<file path="src/rtl/activation_scheduler.sv">
// activation_scheduler: walks each element of an input vector through two LUT reads and a shared interpolator.
// Optional ACT_CLAMP_EN: the top segment reuses its base word, so a 16-entry LUT suffices.
module activation_scheduler #(
   parameter int NUM_NEURONS = 4,
   parameter int DATA_W      = 8,
   parameter int FRAC_W      = 4
) (
   input  logic                          clk,
   input  logic                          rst,
   input  logic                          in_valid,
   output logic                          in_ready,
   input  logic [NUM_NEURONS*DATA_W-1:0] in_data,
   output logic [4:0]                    lut_addr,
   input  logic [DATA_W-1:0]             lut_data,
   output logic [DATA_W-1:0]             interp_remaining,
   output logic [DATA_W-1:0]             interp_base,
   output logic [DATA_W-1:0]             interp_next,
   input  logic [DATA_W-1:0]             interp_value,
   output logic                          out_valid,
   input  logic                          out_ready,
   output logic [NUM_NEURONS*DATA_W-1:0] out_data
);
`ifdef ACT_CLAMP_EN
   localparam bit CLAMP = 1'b1;
`else
   localparam bit CLAMP = 1'b0;
`endif
   localparam int IW = DATA_W - FRAC_W;
   localparam int CW = NUM_NEURONS > 1 ? $clog2(NUM_NEURONS) : 1;
   typedef enum logic [2:0] {IDLE, RD_BASE, RD_NEXT, CALC, WRITE, DONE} state_t;
   state_t state, state_nxt;
   logic [NUM_NEURONS*DATA_W-1:0] vec;
   logic [CW-1:0] i;
   logic [DATA_W-1:0] x, base, next, rem;
   logic [IW-1:0] idx;
   logic [4:0] addr_base, addr_next;
   logic hold, last;
   assign x = vec[DATA_W*32'(i) +: DATA_W];
   // flipping the sign bit of the signed integer part is the same as adding 2^(IW-1)
   assign idx = {~x[DATA_W-1], x[DATA_W-2:FRAC_W]};
   assign hold = CLAMP && (&idx);
   assign last = i == CW'(NUM_NEURONS - 1);
   assign addr_base = 5'(idx);
   assign addr_next = hold ? addr_base : addr_base + 5'd1;
   assign interp_base = base;
   assign interp_next = next;
   assign interp_remaining = rem;
   always_comb begin
      state_nxt = state;
      in_ready = state == IDLE;
      out_valid = state == DONE;
      lut_addr = state == RD_BASE ? addr_base : state == RD_NEXT ? addr_next : 5'd0;
      case (state)
         IDLE:    state_nxt = in_valid ? RD_BASE : IDLE;
         RD_BASE: state_nxt = RD_NEXT;
         RD_NEXT: state_nxt = CALC;
         CALC:    state_nxt = WRITE;
         WRITE:   state_nxt = last ? DONE : RD_BASE;
         DONE:    state_nxt = out_ready ? IDLE : DONE;
         default: state_nxt = IDLE;
      endcase
   end
   always_ff @(posedge clk or negedge rst) begin
      if (!rst) begin
         state <= IDLE;
         vec <= '0;
         i <= '0;
         base <= '0;
         next <= '0;
         rem <= '0;
         out_data <= '0;
      end else begin
         state <= state_nxt;
         if (state == IDLE && in_valid) begin
            vec <= in_data;
            i <= '0;
         end
         if (state == RD_NEXT) begin
            base <= lut_data;
            if (hold) next <= lut_data;
         end
         if (state == CALC) begin
            rem <= {{IW{1'b0}}, x[FRAC_W-1:0]};
            if (!hold) next <= lut_data;
         end
         if (state == WRITE) begin
            out_data[DATA_W*32'(i) +: DATA_W] <= interp_value;
            if (!last) i <= i + CW'(1);
         end
      end
   end
endmodule

</file>
<file path="config.mk">
export PLATFORM = sky130hd
export DESIGN_NAME = activation_scheduler
export DESIGN_NICKNAME = d
export VERILOG_FILES = /design/src/rtl/activation_scheduler.sv
export SDC_FILE = /design/constraint.sdc
export NUM_CORES = 1
export LEC_CHECK = 0
export CAP_MARGIN = 20
export CORE_MARGIN = 4
export CORE_UTILIZATION = 43
export CTS_CLUSTER_DIAMETER = 100
export CTS_CLUSTER_SIZE = 24
export DETAILED_ROUTE_END_ITERATION = 12
export PLACE_DENSITY = 0.89
export RECOVER_POWER = 100
export SETUP_SLACK_MARGIN = 0.2
export SYNTH_ARGS = -nofsm -noshare
export SYNTH_HDL_FRONTEND = slang
export SYNTH_SLANG_ARGS = --single-unit
</file>
<file path="constraint.sdc">
create_clock -name clk -period 1.9 [get_ports clk]
set_clock_uncertainty 0.15 [all_clocks]
set_input_delay 0.38 -clock clk [delete_from_list [all_inputs] [get_ports clk]]
set_output_delay 0.38 -clock clk [all_outputs]
set_load 0.005 [all_outputs]
</file>
# Word level (Yosys, flattened, before mapping)

Cells that the tools add are included.

Bits in registers: 89
Output and inout bits: 63

Shift-type cells: 3
Add/sub/neg operators: 3
Mux-type cells: 10
Reduce and logical (&&, ||, !) cells: 2
Bitwise operators: 1
Equality and inequality tests: 6

Operators by type and width:

| cell                      | count |
|---|---|
| $neg A5 Y34               | 1 |
| $shift A8 B34 Y32 const A | 1 |
| $shiftx A8 B34 Y32        | 1 |
| $bwmux W32                | 1 |
| $shiftx A32 B6 Y8         | 1 |
| $pmux W3 S6               | 1 |
| $mux W5                   | 2 |
| $eq A3 B2 Y1 const B      | 2 |
| $eq A3 B3 Y1 const B      | 2 |
| $mux W2                   | 3 |
| $mux W3                   | 2 |
| $add A4 B1 Y5 const B     | 1 |
| $eq A3 B1 Y1 const B      | 1 |
| $logic_not A3 Y1          | 1 |
| $add A2 B1 Y2 const B     | 1 |
| $eq A2 B2 Y1 const B      | 1 |
| $logic_and A1 B1 Y1       | 1 |
| $mux W1                   | 1 |
| $not A1 Y1                | 1 |

# Logic depth before layout (Yosys ltp)

Depth in word-level cells: 5
Depth in mapped cells: 7

# Worst setup path after synthesis

OpenSTA, ideal clock, no wires.

Kind: reg-to-output
Start point: register i[0]
End point: output port lut_addr[2]
Data required time: 1.370 ns
Data arrival time: 1.609 ns
Cell stages (with the launch flop): 5
Path slack: -0.239 ns
Cell sequence: dfrtp_1 mux4_1 ha_1 xnor2_1 o21ai_0

Word-level cells in the longest chain between the ends: 4

Ends and longest elaborated chain:

| item                   | RTL line | text |
|---|---|---|
| start, declared        | 33       | `logic [CW-1:0] i;` |
| start signal, assigned | 88       | `if (!last) i <= i + CW'(1);` |
| $shiftx A32 B6 Y8 (*)  | 38       | `assign x = vec[DATA_W*32'(i) +: DATA_W];` |
| $add A4 B1 Y5          | 44       | `assign addr_next = hold ? addr_base : addr_base + 5'd1;` |
| $mux W5                | 52       | `lut_addr = state == RD_BASE ? addr_base : state == RD_NEXT ? addr_next : 5'd0;` |
| $mux W5 (*)            | 52       |  |
| end, declared          | 13       | `output logic [4:0] lut_addr,` |

Mark *: on every way between the ends. The rest lies on a longest branch, timed or not.

# Worst setup path after layout

Ends and elaborated chain as after synthesis.

==> results.yml <==
run_status:
  status: "finished, violations left"
  violations: "setup timing"
power_and_ir_drop:
  p_sw_mw: 3.566
  internal-power_mw: 7.070
  p_comb_frac: 0.569
  switching_share: 0.3353
  p_per_area_nw_per_um2: 1645
  leakagePower_nw: 2.990
  ir_drop_v: 0.0008071
  seqPwrFrac: 0.307
  clkPwrFrac: 0.124
run:
  drv_cap: 0
place:
  gp_congestion: 0.8211
  numPortBuffers: 110
  hpwlAfterDp_um: 7194
  dp_cells: 539
worst_hold_path:
  hp-class: "reg2reg"
synth:
  synth.most_common_cell: "dfrtp_1"
  syn_area_sq_um: 3911
  synth_adder_area_share: 0.01919
  ys.flop_type: "dfrtp_1"
  synth_top_area_frac: 0.5694
  synthMuxAreaShare: 0.1987
  synth.top_cells.by_count: "dfrtp_1, nand2_1, mux2_2"
  synth_seq_area_share: 0.5694
  avgSynthCellArea_sq_um: 13.13
  synth-compound-area-share: 0.06718
  yosysWarnings: 0
  ys_types: 34
  synth_top_area_cell: "dfrtp_1"
  synth_top_family_by_area: "multiplexers"
  ys_async_sr_fraction: 1.000
  synthSimpleGateAreaFrac: 0.1065
  synth_xor_area_frac: 0.002239
  synth_edf_count: 0
  synth_area_leaders: "dfrtp_1, mux2_2, nand2_1"
  synth-seq-cells: 89
  netlist_instances: 298
layout:
  final_cells: 606
  area.growth.synth_to_final_pct: 65.32
  n_fill_cell: 572
  nets: 551
  antenna_cells: 0
  final_util: 0.7343
  drive_gt1_frac: 0.4538
sta:
  slew_headroom: 0.5785
  hold_viol: 0
  tightest_slew_ps: 632.2
  setup_viol: 77
  fin_crit_ps: 2552
  rsz0062_at_grt: "true"
  fmax_ghz: 0.3918
  drv_slew: 0
  setup_ws_ps: -652.4
  period_share: 1.343
setup_path:
  worstSetupPathType: "reg2out"
  arrival_ps: 2020
  cp.required_ps: 1370
  crit_path_start_kind: "flip-flop"
  crit_fanout: 4
  endpoint_kind: "primary output"
drt:
  ant_nets: 0
  drc: 0
  wirelength_um: 11800
  drtPass1Iterations: 4
  wl_per_cell_um: 19.47
  routed_via_density: 5.330
  initialDrtViolationCount: 115
  num_vias: 3230
global_route:
  grt_use_total: 0.2134
  grt_pass1_vias: 3377
  grt_pass1_wl_um: 17350
  grt_start_max_net_pins: 44
  antenna_found_initial: 0
  overflow: 0
clocking:
  htreeDepth: 3
  clkLatencyLatePin_ps: 360
  cts_tree: "done"
  cts_buffer_depth: 2
  cts_root_buf: "clkbuf_8"
  cts_sinks: 89
  cts_buffers: 9
  clkTransAtPathRegs_ps: 90
die:
  die_h_um: 103.4
  boundaryPins: 115
  rows: 34
  core_sq_um: 8806
  dieArea_sq_um: 10690
  initial_core_util: 0.4442
  dieWidth_um: 103.4
-- sequential cells by signal, summed over array words and instances (netlist names) --
| register | flops |
|---|---|
| i | 2 |
| interp_base | 8 |
| interp_next | 8 |
| interp_remaining | 4 |
| out_data | 32 |
| state | 3 |
| vec | 32 |
-- critical path, cell delays in order (launching register included) --
cell	delay, ps
dfrtp_2	420
buf_6	130
mux4_2	540
buf_6	160
xnor2_4	130
o21ai_2	150
buf_2	140
-- cells in the final DEF, fill, tap and decap left out, types with 10 or more instances in the layout --
cell type,Yosys,routed
clkbuf_8,0,10
o21ai_1,0,13
dfrtp_1,89,88
mux2_2,52,11
nand2_2,0,18
dlygate4sd2_1,0,52
mux2_4,0,41
nand2_1,53,34
o21ai_2,0,13
buf_6,3,31
clkdlybuf4s50_1,0,50
buf_4,7,44
-- path summary, 6_finish.rpt --
kind	end	slack (ps)	cells after the start	start
worst max-delay path	lut_addr[2]	-650	6	i[0]
worst min-delay path	out_data[4]	330	2	out_data[4]
worst max register to register	out_data[0]	-390	13	i[0]
worst min register to register	out_data[4]	330	2	out_data[4]
max in group asynchronous	i[0]	180	3	rst
min in group asynchronous	out_data[13]	370	2	rst
-- stage by stage --
| stage | area, sq um | worst slack [ps] | power (mW) | hold slack (ps) | TNS (ps) |
|---|---|---|---|---|---|
| 2_1_floorplan | 4090 | -102.4 | 5.721 | -65.59 | -402.9 |
| 3_3_place_gp | 5507 | -645.8 | 7.754 | 65.19 | -7405 |
| 3_5_place_dp | 5507 | -717.5 | 7.982 | 71.64 | -8753 |
| 4_1_cts | 6261 | -659.4 | 10.02 | 254.7 | -9972 |
| 5_1_grt | 6466 | -709.1 | 11.17 | 365.4 | -25600 |
| 6_report | 6466 | -652.4 | 10.64 | 334.5 | -21160 |
-- cell families after synthesis --
kind of cell | after synthesis
compound gates | 41
flops | 89
other cells | 1
buf+inv | 23
xor+xnor | 1
mux | 60
fa+ha+maj | 6
simple gates | 77
-- layout make-up --
type | instances | area [sq um] | area share
timing repair buffer | 201 | 1891 | 0.2924
clock inverter | 5 | 55.05 | 0.008514
clock buffer | 11 | 141.4 | 0.02187
multi-input combinational | 189 | 1997 | 0.3088
inverter | 3 | 18.77 | 0.002902
tap | 108 | 135.1 | 0.02090
sequential | 89 | 2228 | 0.3446
-- per-layer routing --
metal  vias up  track usage  wire length (um)
met3        32      0.04225               558
li1       1438            -                 -
met1      1639       0.2602              4883
met4         0      0.08167               322
met2       121       0.3725              6034
met5         -            0                 0
-- power groups by stage --
stage          sequential [mW]  combinational [mW]  clock [mW]
5_1_grt                   3.35                6.40        1.42
4_1_cts                   3.23                5.47        1.32
2_1_floorplan             3.21                2.51           0
6_report                  3.27                6.05        1.32
3_5_place_dp              3.28                4.70           0
3_3_place_gp              3.22                4.53           0
-- timing repair --
action	4_1_cts	5_1_grt
gates cloned	5	2
resized for setup	170	45
pin swaps	39	17
hold buffers	1	0
buffers inserted	35	8
setup endpoints to repair	125	86
hold endpoints to repair	66	0
Power figures use the tool's default switching activity.
